$ cat src/rtl/psum_accumulator.sv
// Partial-sum accumulator behind the PE array: sums each output neuron over several
// kernel passes in a local buffer, then drains results (optional ReLU) on a valid/ready stream.
module psum_accumulator #(
  parameter int W = 16,
  parameter int A = 5,
  parameter int P = 8
) (
  input  logic                CLK,
  input  logic                RESETn,
  input  logic                start,
  input  logic [A-1:0]        cfg_len_m1,
  input  logic [P-1:0]        cfg_passes_m1,
  input  logic                cfg_relu,
  input  logic                in_valid,
  output logic                in_ready,
  input  logic signed [W-1:0] in_data,
  output logic                out_valid,
  input  logic                out_ready,
  output logic signed [W-1:0] out_data,
  output logic                out_last,
  output logic                busy,
  output logic                done
);

  typedef enum logic [1:0] {IDLE, ACCUM, DRAIN} stateT;

  stateT               state, stateNext;
  logic [A-1:0]        addr, addrNext;
  logic [P-1:0]        pass, passNext;
  logic [A-1:0]        lenM1;
  logic [P-1:0]        passesM1;
  logic                reluEn;
  logic                beat;
  logic                loadOut;
  logic                finish;
  logic signed [W-1:0] psumBuf [2**A];

  function automatic logic signed [W-1:0] wrapAdd(input logic signed [W-1:0] a,
                                                  input logic signed [W-1:0] b);
    return a + b;
  endfunction

  function automatic logic signed [W-1:0] applyRelu(input logic signed [W-1:0] v,
                                                    input logic en);
    return (en && v[W-1]) ? '0 : v;
  endfunction

  assign beat = in_valid && in_ready;
  assign busy = (state != IDLE);

  always_ff @(posedge CLK or negedge RESETn) begin
    if (!RESETn) begin
      state <= IDLE;
    end else begin
      state <= stateNext;
    end
  end

  always_comb begin
    stateNext = state;
    addrNext  = addr;
    passNext  = pass;
    in_ready  = 1'b0;
    loadOut   = 1'b0;
    finish    = 1'b0;
    case (state)
      IDLE: begin
        if (start) begin
          stateNext = ACCUM;
          addrNext  = '0;
          passNext  = '0;
        end
      end
      ACCUM: begin
        in_ready = 1'b1;
        if (beat) begin
          if (addr == lenM1) begin
            addrNext = '0;
            if (pass == passesM1) begin
              stateNext = DRAIN;
            end else begin
              passNext = pass + 1'b1;
            end
          end else begin
            addrNext = addr + 1'b1;
          end
        end
      end
      DRAIN: begin
        // addr points at the next neuron to load into the output slot
        if (out_valid && out_ready && out_last) begin
          stateNext = IDLE;
          finish    = 1'b1;
        end else if (!out_valid || out_ready) begin
          loadOut  = 1'b1;
          addrNext = addr + 1'b1;
        end
      end
      default: stateNext = IDLE;
    endcase
  end

  always_ff @(posedge CLK or negedge RESETn) begin
    if (!RESETn) begin
      addr     <= '0;
      pass     <= '0;
      lenM1    <= '0;
      passesM1 <= '0;
      reluEn   <= 1'b0;
    end else begin
      addr <= addrNext;
      pass <= passNext;
      if (state == IDLE && start) begin
        lenM1    <= cfg_len_m1;
        passesM1 <= cfg_passes_m1;
        reluEn   <= cfg_relu;
      end
    end
  end

  // Accumulate stage: pass 0 captures, later passes add with two's-complement wrap
  always_ff @(posedge CLK) begin
    if (beat) begin
      psumBuf[addr] <= (pass == '0) ? in_data : wrapAdd(psumBuf[addr], in_data);
    end
  end

  // Drain stage: registered output slot
  always_ff @(posedge CLK or negedge RESETn) begin
    if (!RESETn) begin
      out_valid <= 1'b0;
      out_data  <= '0;
      out_last  <= 1'b0;
      done      <= 1'b0;
    end else begin
      done <= finish;
      if (finish) begin
        out_valid <= 1'b0;
        out_last  <= 1'b0;
      end else if (loadOut) begin
        out_valid <= 1'b1;
        out_data  <= applyRelu(psumBuf[addr], reluEn);
        out_last  <= (addr == lenM1);
      end
    end
  end

endmodule

$ cat config.mk
export PLATFORM = sky130hd
export DESIGN_NAME = psum_accumulator
export DESIGN_NICKNAME = d
export VERILOG_FILES = /design/src/rtl/psum_accumulator.sv
export SDC_FILE = /design/constraint.sdc
export NUM_CORES = 1
export LEC_CHECK = 0
export BUFFER_PORTS_ARGS = -buffer_cell sky130_fd_sc_hd__buf_2
export CORE_MARGIN = 10
export CORE_UTILIZATION = 66
export DETAILED_ROUTE_END_ITERATION = 7
export GPL_ROUTABILITY_DRIVEN = 0
export PLACE_DENSITY = 0.84
export SYNTH_ARGS = -nofsm -noshare
export SYNTH_HDL_FRONTEND = slang
export SYNTH_SLANG_ARGS = --single-unit
$ cat constraint.sdc
create_clock -name CLK -period 12.1 [get_ports CLK]
set_input_delay 0.605 -clock CLK [delete_from_list [all_inputs] [get_ports CLK]]
set_output_delay 0.605 -clock CLK [all_outputs]
set_load 0.01 [all_outputs]
==> flow_metrics.py, run 1 <==
metrics = {
    "setup_path": {
        "end_kind": "flip-flop",
        "reg2regPathDepth": 13,
        "r2r-end": "psumBuf[0][12]$_DFFE_PP_",
        "arrival_ns": 7.10,
        "cp_max_fo": 63,
        "start_kind": "flip-flop",
        "path_class": "reg2reg",
        "required_ns": 12.30,
        "worstReg2RegStart": "addr[1]$_DFFE_PN0P_",
        "regToRegSetupSlack_ns": 5.20,
    },
    "cts": {
        "path_clk_slew_ns": 0.06,
        "numCtsBuffers": 53,
        "cts_tree": "yes",
        "cts_buffer_depth": 3,
        "post_cts_buffers": 0,
        "ctsHoldBuffers": 0,
        "worstSkewPairLatency_ns": 0.59,
        "clock_sinks": 560,
        "cts_resized": 0,
        "cts_htree_levels": 2,
        "root_buffer": "clkbuf_16",
    },
    "synthesis": {
        "yosys_warnings": 0,
        "yosys-top-cells-area": "edfxtp_1 68%, mux4_2 12%, dfrtp_1 5.3%, a22oi_1 2.1%, mux2_2 1.5%",
        "synth_ff_type": "edfxtp_1",
        "synth_seq_cells": 560,
        "async_reset_ff_share_pct": 8.57,
        "synth_cell_types": 57,
        "synth_top_area_share_pct": 68.3,
        "synthCells": 1151,
        "synth_top_cell_by_area": "edfxtp_1",
        "seq_area_frac_synth_pct": 73.7,
        "avgSynthCellArea_um2": 19.6,
        "syn_nets": 1213,
        "synth-edff-count": 512,
        "syn_area_mm2": 0.0225,
    },
    "route": {
        "wire_per_inst_um": 33.7,
        "ant_nets": 0,
        "wirelength_mm": 58.9,
        "drc_errors": 0,
        "vias": 12700,
        "drtIter0Drc": 1840,
        "first_pass_iters": 5,
        "vias_per_cell": 7.25,
    },
    "finish": {
        "fillers": 1722,
        "drive_above_1_share_pct": 28.0,
        "insertedDiodeCount": 0,
        "synthToLayoutAreaGrowth_pct": 11.9,
        "layout.nets": 1317,
    },
    "global_routing": {
        "overflow": 0,
        "antenna_found_initial": 0,
        "track_usage_pct": 28.6,
        "grt_pass1_vias": 12700,
        "grt_max_degree": 64,
        "grt_pass1_wl_mm": 86.7,
    },
    "placement": {
        "pre_cts_ws_ns": 5.42,
        "port_buffers": 55,
        "dp_hpwl_mm": 33.4,
    },
    "sta": {
        "clock.fmax_ghz": 0.145,
        "finalCritPeriodShare_pct": 57.0,
        "fin_worst_skew_ns": 0.0246,
        "fin_ws_ns": 5.20,
        "slew_headroom_pct": 8.55,
        "whs_ns": 0.219,
        "period_needed_ns": 6.90,
        "slew_violations": 0,
        "setup_viol": 0,
        "fin_tns_setup_ns": 0,
        "tightest_slew_ns": 1.37,
        "hold_violations": 0,
        "rsz0062_at_grt": "false",
    },
    "floorplan": {
        "initial_core_util_pct": 66.9,
        "coreArea_mm2": 0.0336,
        "die-area_mm2": 0.0419,
        "die_h_um": 205,
        "die_x_um": 205,
        "num_io_pins": 56,
        "rows": 67,
    },
    "power": {
        "peakVddDrop_v": 0.000189,
        "p_leak_nw": 8.22,
        "powerDensity_mw_per_mm2": 249,
    },
    "job": {
        "drv_cap": 0,
    },
    "min_path": {
        "hold_class": "in2async",
    },
    "run_status": {
        "outcome": "completed",
    },
}
cell usage in the layout, fill, tap and decap left out, drive strengths merged, types with 19 or more instances in the layout:
cell type	netlist	layout
mux2	30	30
clkbuf	24	58
edfxtp	512	512
nand3	19	19
a22oi	62	62
buf	29	102
nor2	59	59
mux4	122	122
a21oi	28	28
nand2	24	24
clkinv	0	32
inv	18	19
dfrtp	48	48
nand4	23	23
ha	26	26
where the power goes:
group / total (W) / internal [W] / switching [W]
registers: 0.00293 / 0.00283 / 0.0000984
logic: 0.00174 / 0.000547 / 0.00119
clock network: 0.00161 / 0.000889 / 0.000719
total: 0.00628 / 0.00427 / 0.00201
worst max-delay path, cell delays in order, from the launching register on:
cell and delay [ns]:
dfrtp_4 0.77, buf_4 0.52, buf_4 0.80, mux4_2 0.41
a22oi_1 0.45, nand4_1 0.46, fa_1 0.58, a21o_1 0.22
a21oi_1 0.30, o311ai_0 0.25, a211oi_1 0.34, a21oi_1 0.14
xnor2_1 0.17, a21oi_2 0.96
cell type report:
class                   instances  area [um^2]  share of cell area (%)
repair buffers                102          628                    2.49
clock inverters                40          318                    1.26
inverters                      18         67.6                   0.268
flip-flops and latches        560        16600                    65.9
multi-input cells             520         5680                    22.5
clock buffers                  58         1350                    5.34
well taps                     448          561                    2.23
synth_stat cells, drive strengths merged, types with 6 or more instances:
cell type,count
nand3,19
buf,29
mux4,122
a22oi,62
a22o,15
inv,18
dfrtp,48
mux2,30
ha,26
edfxtp,512
nand4,23
clkbuf,24
xnor2,18
xor2,14
a21oi,28
nand2,24
o21ai,14
nor2,59
nand2b,6
worst max path at each step:
stage                     slack (ns)           startpoint  depth (start not counted)                         to
after floorplan                 7.10  addr[1]$_DFFE_PN0P_                         14   psumBuf[0][13]$_DFFE_PP_
after detailed placement        5.42  addr[0]$_DFFE_PN0P_                         12  psumBuf[26][14]$_DFFE_PP_
after CTS                       5.32  addr[0]$_DFFE_PN0P_                         12  psumBuf[27][14]$_DFFE_PP_
after global placement          5.64  addr[0]$_DFFE_PN0P_                         12   psumBuf[2][12]$_DFFE_PP_
final                           5.20  addr[1]$_DFFE_PN0P_                         13   psumBuf[0][12]$_DFFE_PP_
after global routing            4.73  addr[0]$_DFFE_PN0P_                         12  psumBuf[29][12]$_DFFE_PP_
metal layers:
metal | global-route usage, % | up-vias | share of wire [%]
met5 | 0 | - | 0
met4 | 12.3 | 0 | 4.7
met3 | 7.17 | 190 | 13
met2 | 45.1 | 1139 | 48
met1 | 37.6 | 6406 | 34
li1 | - | 4930 | -
per-stage QoR:
stage	utilization (%)	power [W]	instances	cell area, um^2
6_report	74.9	0.00628	1746	25200
5_1_grt	74.9	0.00651	1746	25200
4_1_cts	74.8	0.00624	1746	25200
3_5_place_dp	69.9	0.00463	1648	23500
3_3_place_gp	69.9	0.00453	1648	23500
2_1_floorplan	-	0.00405	1151	22500
registers in the layout, indices dropped and copies added, names as in the netlist:
signal,count
pass,8
addr,5
out_valid,1
out_data,16
passesM1,8
reluEn,1
lenM1,5
out_last,1
psumBuf,512
state,2
done,1
kinds of logic after synthesis:
group / share of synthesized area, %
compound gates: 4.83
xor+xnor: 1.25
fa+ha+maj: 1.53
buf+inv: 1.58
flops: 73.7
mux: 13.8
simple gates: 3.35
Power figures use the tool's default switching activity.
==> run 2, diff against run 1 <==
--- a/config.mk
+++ b/config.mk
@@ -7,10 +7,10 @@
 export LEC_CHECK = 0
 export BUFFER_PORTS_ARGS = -buffer_cell sky130_fd_sc_hd__buf_2
 export CORE_MARGIN = 10
-export CORE_UTILIZATION = 66
+export CORE_UTILIZATION = 62
 export DETAILED_ROUTE_END_ITERATION = 7
 export GPL_ROUTABILITY_DRIVEN = 0
-export PLACE_DENSITY = 0.84
+export PLACE_DENSITY = 0.79
 export SYNTH_ARGS = -nofsm -noshare
 export SYNTH_HDL_FRONTEND = slang
 export SYNTH_SLANG_ARGS = --single-unit
==> constraint.sdc (replaced) <==
create_clock -name CLK -period 6.35 [get_ports CLK]
set_input_delay 0.3175 -clock CLK [delete_from_list [all_inputs] [get_ports CLK]]
set_output_delay 0.3175 -clock CLK [all_outputs]
set_load 0.01 [all_outputs]
==> flow_metrics.py, run 2 (synthesis results as in run 1) <==
metrics = {
    "floorplan": {
        "rows": 69,
        "die_x_um": 211,
        "die_h_um": 211,
        "num_io_pins": 56,
        "coreArea_mm2": 0.0357,
        "die-area_mm2": 0.0443,
        "initial_core_util_pct": 63.1,
    },
    "sta": {
        "slew_violations": 0,
        "rsz0062_at_grt": "false",
        "finalCritPeriodShare_pct": 90.9,
        "tightest_slew_ns": 1.22,
        "period_needed_ns": 5.77,
        "hold_violations": 0,
        "fin_worst_skew_ns": 0.0328,
        "slew_headroom_pct": 18.9,
        "clock.fmax_ghz": 0.173,
        "setup_viol": 0,
        "fin_tns_setup_ns": 0,
    },
    "cts": {
        "cts_htree_levels": 2,
        "post_cts_buffers": 0,
        "ctsHoldBuffers": 15,
        "cts_tree": "yes",
        "cts_buffer_depth": 3,
        "path_clk_slew_ns": 0.06,
        "root_buffer": "clkbuf_16",
        "clock_sinks": 560,
        "worstSkewPairLatency_ns": 0.61,
        "cts_resized": 0,
        "numCtsBuffers": 54,
    },
    "setup_path": {
        "path_class": "reg2reg",
        "arrival_ns": 5.99,
        "required_ns": 6.57,
        "end_kind": "flip-flop",
        "regToRegSetupSlack_ns": 0.58,
        "worstReg2RegStart": "addr[0]$_DFFE_PN0P_",
        "reg2regPathDepth": 12,
        "start_kind": "flip-flop",
        "r2r-end": "psumBuf[4][12]$_DFFE_PP_",
        "cp_max_fo": 43,
    },
    "global_routing": {
        "grt_max_degree": 54,
        "grt_pass1_wl_mm": 81.1,
        "antenna_found_initial": 0,
        "track_usage_pct": 25.0,
        "overflow": 0,
        "grt_pass1_vias": 12200,
    },
    "route": {
        "drc_errors": 0,
        "ant_nets": 0,
        "vias": 12100,
        "wire_per_inst_um": 30.5,
        "vias_per_cell": 6.78,
        "wirelength_mm": 54.6,
        "first_pass_iters": 5,
        "drtIter0Drc": 1458,
    },
    "finish": {
        "reg.largest.list": "psumBuf (512), out_data (16)",
        "top_register": "psumBuf",
        "synthToLayoutAreaGrowth_pct": 13.4,
        "mostFrequentLayoutCells": "512 x edfxtp_1, 122 x mux4_2, 62 x a22oi_1",
        "layout.nets": 1348,
        "drive_above_1_share_pct": 27.4,
        "utilization_pct": 71.6,
        "final_common_cell": "edfxtp_1",
        "largest_reg_flops": 512,
        "insertedDiodeCount": 0,
        "fin_cells": 1789,
    },
    "power": {
        "powerDensity_mw_per_mm2": 473,
        "p_leak_nw": 8.40,
        "peakVddDrop_v": 0.000373,
    },
    "run_status": {
        "outcome": "completed",
    },
    "min_path": {
        "hold_class": "in2reg",
        "whs_endpoint": "done$_DFF_PN0_",
        "hold_depth": 3,
        "hp-start": "out_ready",
    },
    "placement": {
        "dp.cells": 1676,
        "port_buffers": 55,
        "dp_hpwl_mm": 32.9,
    },
    "job": {
        "drv_cap": 0,
    },
}
-- run 2: cell count changes in the layout (fill, tap and decap cells not counted), sizes merged --
cell,previous run,this run
clkinvlp,3,1
buf,102,117
bufinv,4,6
clkbuf,58,72
dlygate4sd3,0,15
clkinv,32,18
-- run 2: area by class of cell --
type | count | area [um^2]
Clock inverter | 26 | 277
Clock buffer | 72 | 1450
Fill cell | 2048 | 10100
Tap cell | 461 | 577
Sequential cell | 560 | 16600
Timing Repair Buffer | 132 | 928
Multi-Input combinational cell | 520 | 5630
Inverter | 18 | 67.6
-- run 2: critical path, cell delays in order, from the launching register on --
cell,delay (ns)
dfrtp_4,0.89
buf_12,0.36
mux4_2,0.54
a22oi_1,0.49
nand4_1,0.32
ha_1,0.44
a21o_1,0.19
a21oi_1,0.21
o311ai_0,0.30
a211oi_1,0.39
a21oi_1,0.14
xnor2_1,0.16
a21oi_2,0.88
-- run 2: worst max-delay path by stage --
stage,startpoint,endpoint,depth (start not counted)
after floorplan,addr[1]$_DFFE_PN0P_,psumBuf[0][13]$_DFFE_PP_,14
after global placement,addr[0]$_DFFE_PN0P_,psumBuf[4][14]$_DFFE_PP_,11
after detailed placement,addr[0]$_DFFE_PN0P_,psumBuf[4][14]$_DFFE_PP_,11
after CTS,addr[0]$_DFFE_PN0P_,psumBuf[25][14]$_DFFE_PP_,11
after global routing,addr[0]$_DFFE_PN0P_,psumBuf[4][12]$_DFFE_PP_,12
final,addr[0]$_DFFE_PN0P_,psumBuf[4][12]$_DFFE_PP_,12
-- run 2: metal layers --
metal / GRT usage, % / share of wire (%) / vias to the layer above / wire, um
met5: 0 / 0 / - / 0
met4: 10.2 / 3.6 / 0 / 1980
met3: 6.20 / 11 / 128 / 5990
met2: 39.3 / 48 / 740 / 26100
met1: 33.2 / 38 / 6270 / 20500
li1: - / - / 4998 / -
-- run 2: where the power goes --
group	internal, W	switching [W]
combinational	0.00111	0.00219
clock	0.00184	0.00133
sequential	0.00539	0.000211
-- run 2: metrics by stage --
| stage | area [um^2] | setup WS [ns] | hold WS (ns) | total power [W] |
|---|---|---|---|---|
| after floorplan | 22500 | 1.35 | 0.0219 | 0.00771 |
| after detailed placement | 23600 | 0.495 | 0.225 | 0.00894 |
| final | 25500 | 0.577 | 0.0559 | 0.0121 |
| after global routing | 25500 | 0.278 | 0.0538 | 0.0125 |
| after global placement | 23600 | 0.627 | 0.221 | 0.00877 |
| after CTS | 25500 | 0.386 | 0.0360 | 0.0121 |
==> run 3, diff against run 2 <==
--- a/config.mk
+++ b/config.mk
@@ -7,10 +7,10 @@
 export LEC_CHECK = 0
 export BUFFER_PORTS_ARGS = -buffer_cell sky130_fd_sc_hd__buf_2
 export CORE_MARGIN = 10
-export CORE_UTILIZATION = 62
+export CORE_UTILIZATION = 56
 export DETAILED_ROUTE_END_ITERATION = 7
 export GPL_ROUTABILITY_DRIVEN = 0
-export PLACE_DENSITY = 0.79
+export PLACE_DENSITY = 0.75
 export SYNTH_ARGS = -nofsm -noshare
 export SYNTH_HDL_FRONTEND = slang
 export SYNTH_SLANG_ARGS = --single-unit
==> constraint.sdc (replaced) <==
create_clock -name CLK -period 4.95 [get_ports CLK]
set_input_delay 0.2475 -clock CLK [delete_from_list [all_inputs] [get_ports CLK]]
set_output_delay 0.2475 -clock CLK [all_outputs]
set_load 0.01 [all_outputs]
==> flow_metrics.py, run 3 (synthesis results as in run 1) <==
metrics = {
    "floorplan": {
        "rows": 73,
        "initial_core_util_pct": 56.6,
        "die_x_um": 220,
        "die_h_um": 220,
        "die-area_mm2": 0.0486,
        "coreArea_mm2": 0.0397,
        "num_io_pins": 56,
    },
    "route": {
        "drc_errors": 0,
        "drtIter0Drc": 1894,
        "top_layer": "met4",
        "dr_wl_met2_mm": 25.7,
        "wirelength_mm": 55.5,
        "vias": 12600,
        "wl_met1_mm": 21.2,
        "first_pass_iters": 6,
        "ant_nets": 0,
        "vias_per_cell": 6.49,
        "wl_met3_mm": 6.37,
        "wire_per_inst_um": 28.6,
    },
    "finish": {
        "reg.largest.list": "psumBuf (512), out_data (16)",
        "final_common_cell": "edfxtp_1",
        "synthToLayoutAreaGrowth_pct": 16.8,
        "insertedDiodeCount": 0,
        "top_register": "psumBuf",
        "fillers": 2524,
        "largest_reg_flops": 512,
        "fin_cells": 1940,
        "mostFrequentLayoutCells": "512 x edfxtp_1, 140 x buf_4, 122 x mux4_2",
        "layout.nets": 1434,
        "stdcell_area_mm2": 0.0263,
        "drive_above_1_share_pct": 31.9,
    },
    "placement": {
        "dp.cells": 1823,
        "pre_cts_ws_ns": -0.151,
        "place_area_mm2": 0.0244,
        "port_buffers": 55,
        "dp_hpwl_mm": 34.9,
    },
    "setup_path": {
        "r2r-end": "psumBuf[27][13]$_DFFE_PP_",
        "arrival_ns": 5.15,
        "required_ns": 5.35,
        "path_class": "reg2reg",
        "reg2regPathDepth": 15,
        "start_kind": "flip-flop",
        "cp_max_fo": 16,
        "regToRegSetupSlack_ns": 0.20,
        "crit_start": "addr[0]$_DFFE_PN0P_",
        "worstReg2RegStart": "addr[0]$_DFFE_PN0P_",
        "cp-endpoint": "psumBuf[27][13]$_DFFE_PP_",
        "end_kind": "flip-flop",
    },
    "cts": {
        "numCtsBuffers": 54,
        "worstSkewPairLatency_ns": 0.60,
        "path_clk_slew_ns": 0.06,
        "cts_htree_levels": 2,
        "cts_buffer_depth": 3,
        "root_buffer": "clkbuf_16",
        "post_cts_buffers": 0,
        "cts_tree": "yes",
        "clock_sinks": 560,
    },
    "sta": {
        "period_needed_ns": 4.75,
        "fin_ws_ns": 0.202,
        "slew_violations": 0,
        "clock.fmax_ghz": 0.211,
        "tightest_slew_ns": 1.13,
        "fin_worst_skew_ns": 0.0273,
        "hold_violations": 0,
        "rsz0062_at_grt": "false",
        "setup_viol": 0,
        "slew_headroom_pct": 24.1,
        "fin_tns_setup_ns": 0,
        "finalCritPeriodShare_pct": 95.9,
    },
    "global_routing": {
        "antenna_found_initial": 0,
        "grt_pass1_wl_mm": 82.1,
        "grt_max_degree": 45,
        "track_usage_pct": 23.1,
        "overflow": 0,
        "grt_pass1_vias": 12600,
    },
    "power": {
        "p_leak_nw": 8.82,
        "peakVddDrop_v": 0.000346,
        "powerDensity_mw_per_mm2": 600,
        "p_total_w": 0.0158,
    },
    "job": {
        "drv_cap": 0,
    },
    "min_path": {
        "hold_class": "in2async",
    },
    "run_status": {
        "outcome": "completed",
    },
}
-- run 3: changes by cell type in the layout (fill, tap and decap cells not counted), moves of 2 or more --
cell and delta:
clkinvlp_4 +3, buf_12 +2, clkinv_1 +6, bufinv_16 -2
clkbuf_1 -7, buf_4 +81, xnor2_4 +2, clkinv_4 +2
-- run 3: worst min path at each step --
stage / cells past startpoint / end / startpoint
global route: 2 / passesM1[0]$_DFFE_PN0P_ / RESETn
finish: 2 / passesM1[0]$_DFFE_PN0P_ / RESETn
detailed placement: 1 / passesM1[0]$_DFFE_PN0P_ / RESETn
floorplan: 0 / addr[0]$_DFFE_PN0P_ / RESETn
CTS: 2 / passesM1[0]$_DFFE_PN0P_ / RESETn
global placement: 1 / passesM1[0]$_DFFE_PN0P_ / RESETn
-- run 3: where the power goes --
group	total [W]	internal, W	switching (W)
registers	0.00706	0.00690	0.000161
logic	0.00476	0.00170	0.00306
clock network	0.00394	0.00224	0.00171
total	0.0158	0.0108	0.00493
-- run 3: metrics by stage --
step | hold WS, ns | util [%]
after global routing | 0.0583 | 66.1
after global placement | 0.0788 | 61.3
after floorplan | -0.0481 | -
after CTS | 0.00716 | 66.0
final | 0.0317 | 66.1
after detailed placement | 0.0856 | 61.3
-- run 3: timing repair --
item / in CTS / in global routing
hold endpoints to repair: 63 / 0
endpoints found under the setup margin: 64 / 64
hold buffers: 16 / 0
gates resized for setup: 2 / 4
pin swaps: 0 / 1
gates cloned: 0 / 2
-- run 3: critical path: stages (launching register included) --
cell and delay (ns):
dfrtp_4 0.49, buf_4 0.25, buf_4 0.20, mux4_2 0.53, a22oi_1 0.34, nand4_1 0.28
ha_1 0.41, o211ai_1 0.10, o21a_1 0.21, a2111o_1 0.48, buf_4 0.16, a21boi_0 0.21
o21ai_0 0.18, and4b_1 0.26, nor3_2 0.19, buf_4 0.26
-- run 3: per-layer routing --
| metal | track usage, % | vias to the layer above |
|---|---|---|
| met5 | 0 | - |
| met4 | 9.56 | 0 |
| met3 | 5.27 | 131 |
| met2 | 34.6 | 786 |
| met1 | 32.5 | 6490 |
| li1 | - | 5174 |
-- run 3: layout make-up --
class / count / area, um^2 / share of cell area, %
Inverter: 18 / 67.6 / 0.257
Clock buffer: 64 / 1410 / 5.37
Sequential cell: 560 / 16600 / 63.1
Timing Repair Buffer: 216 / 1590 / 6.04
Tap cell: 525 / 657 / 2.50
Multi-Input combinational cell: 522 / 5690 / 21.7
Clock inverter: 35 / 279 / 1.06
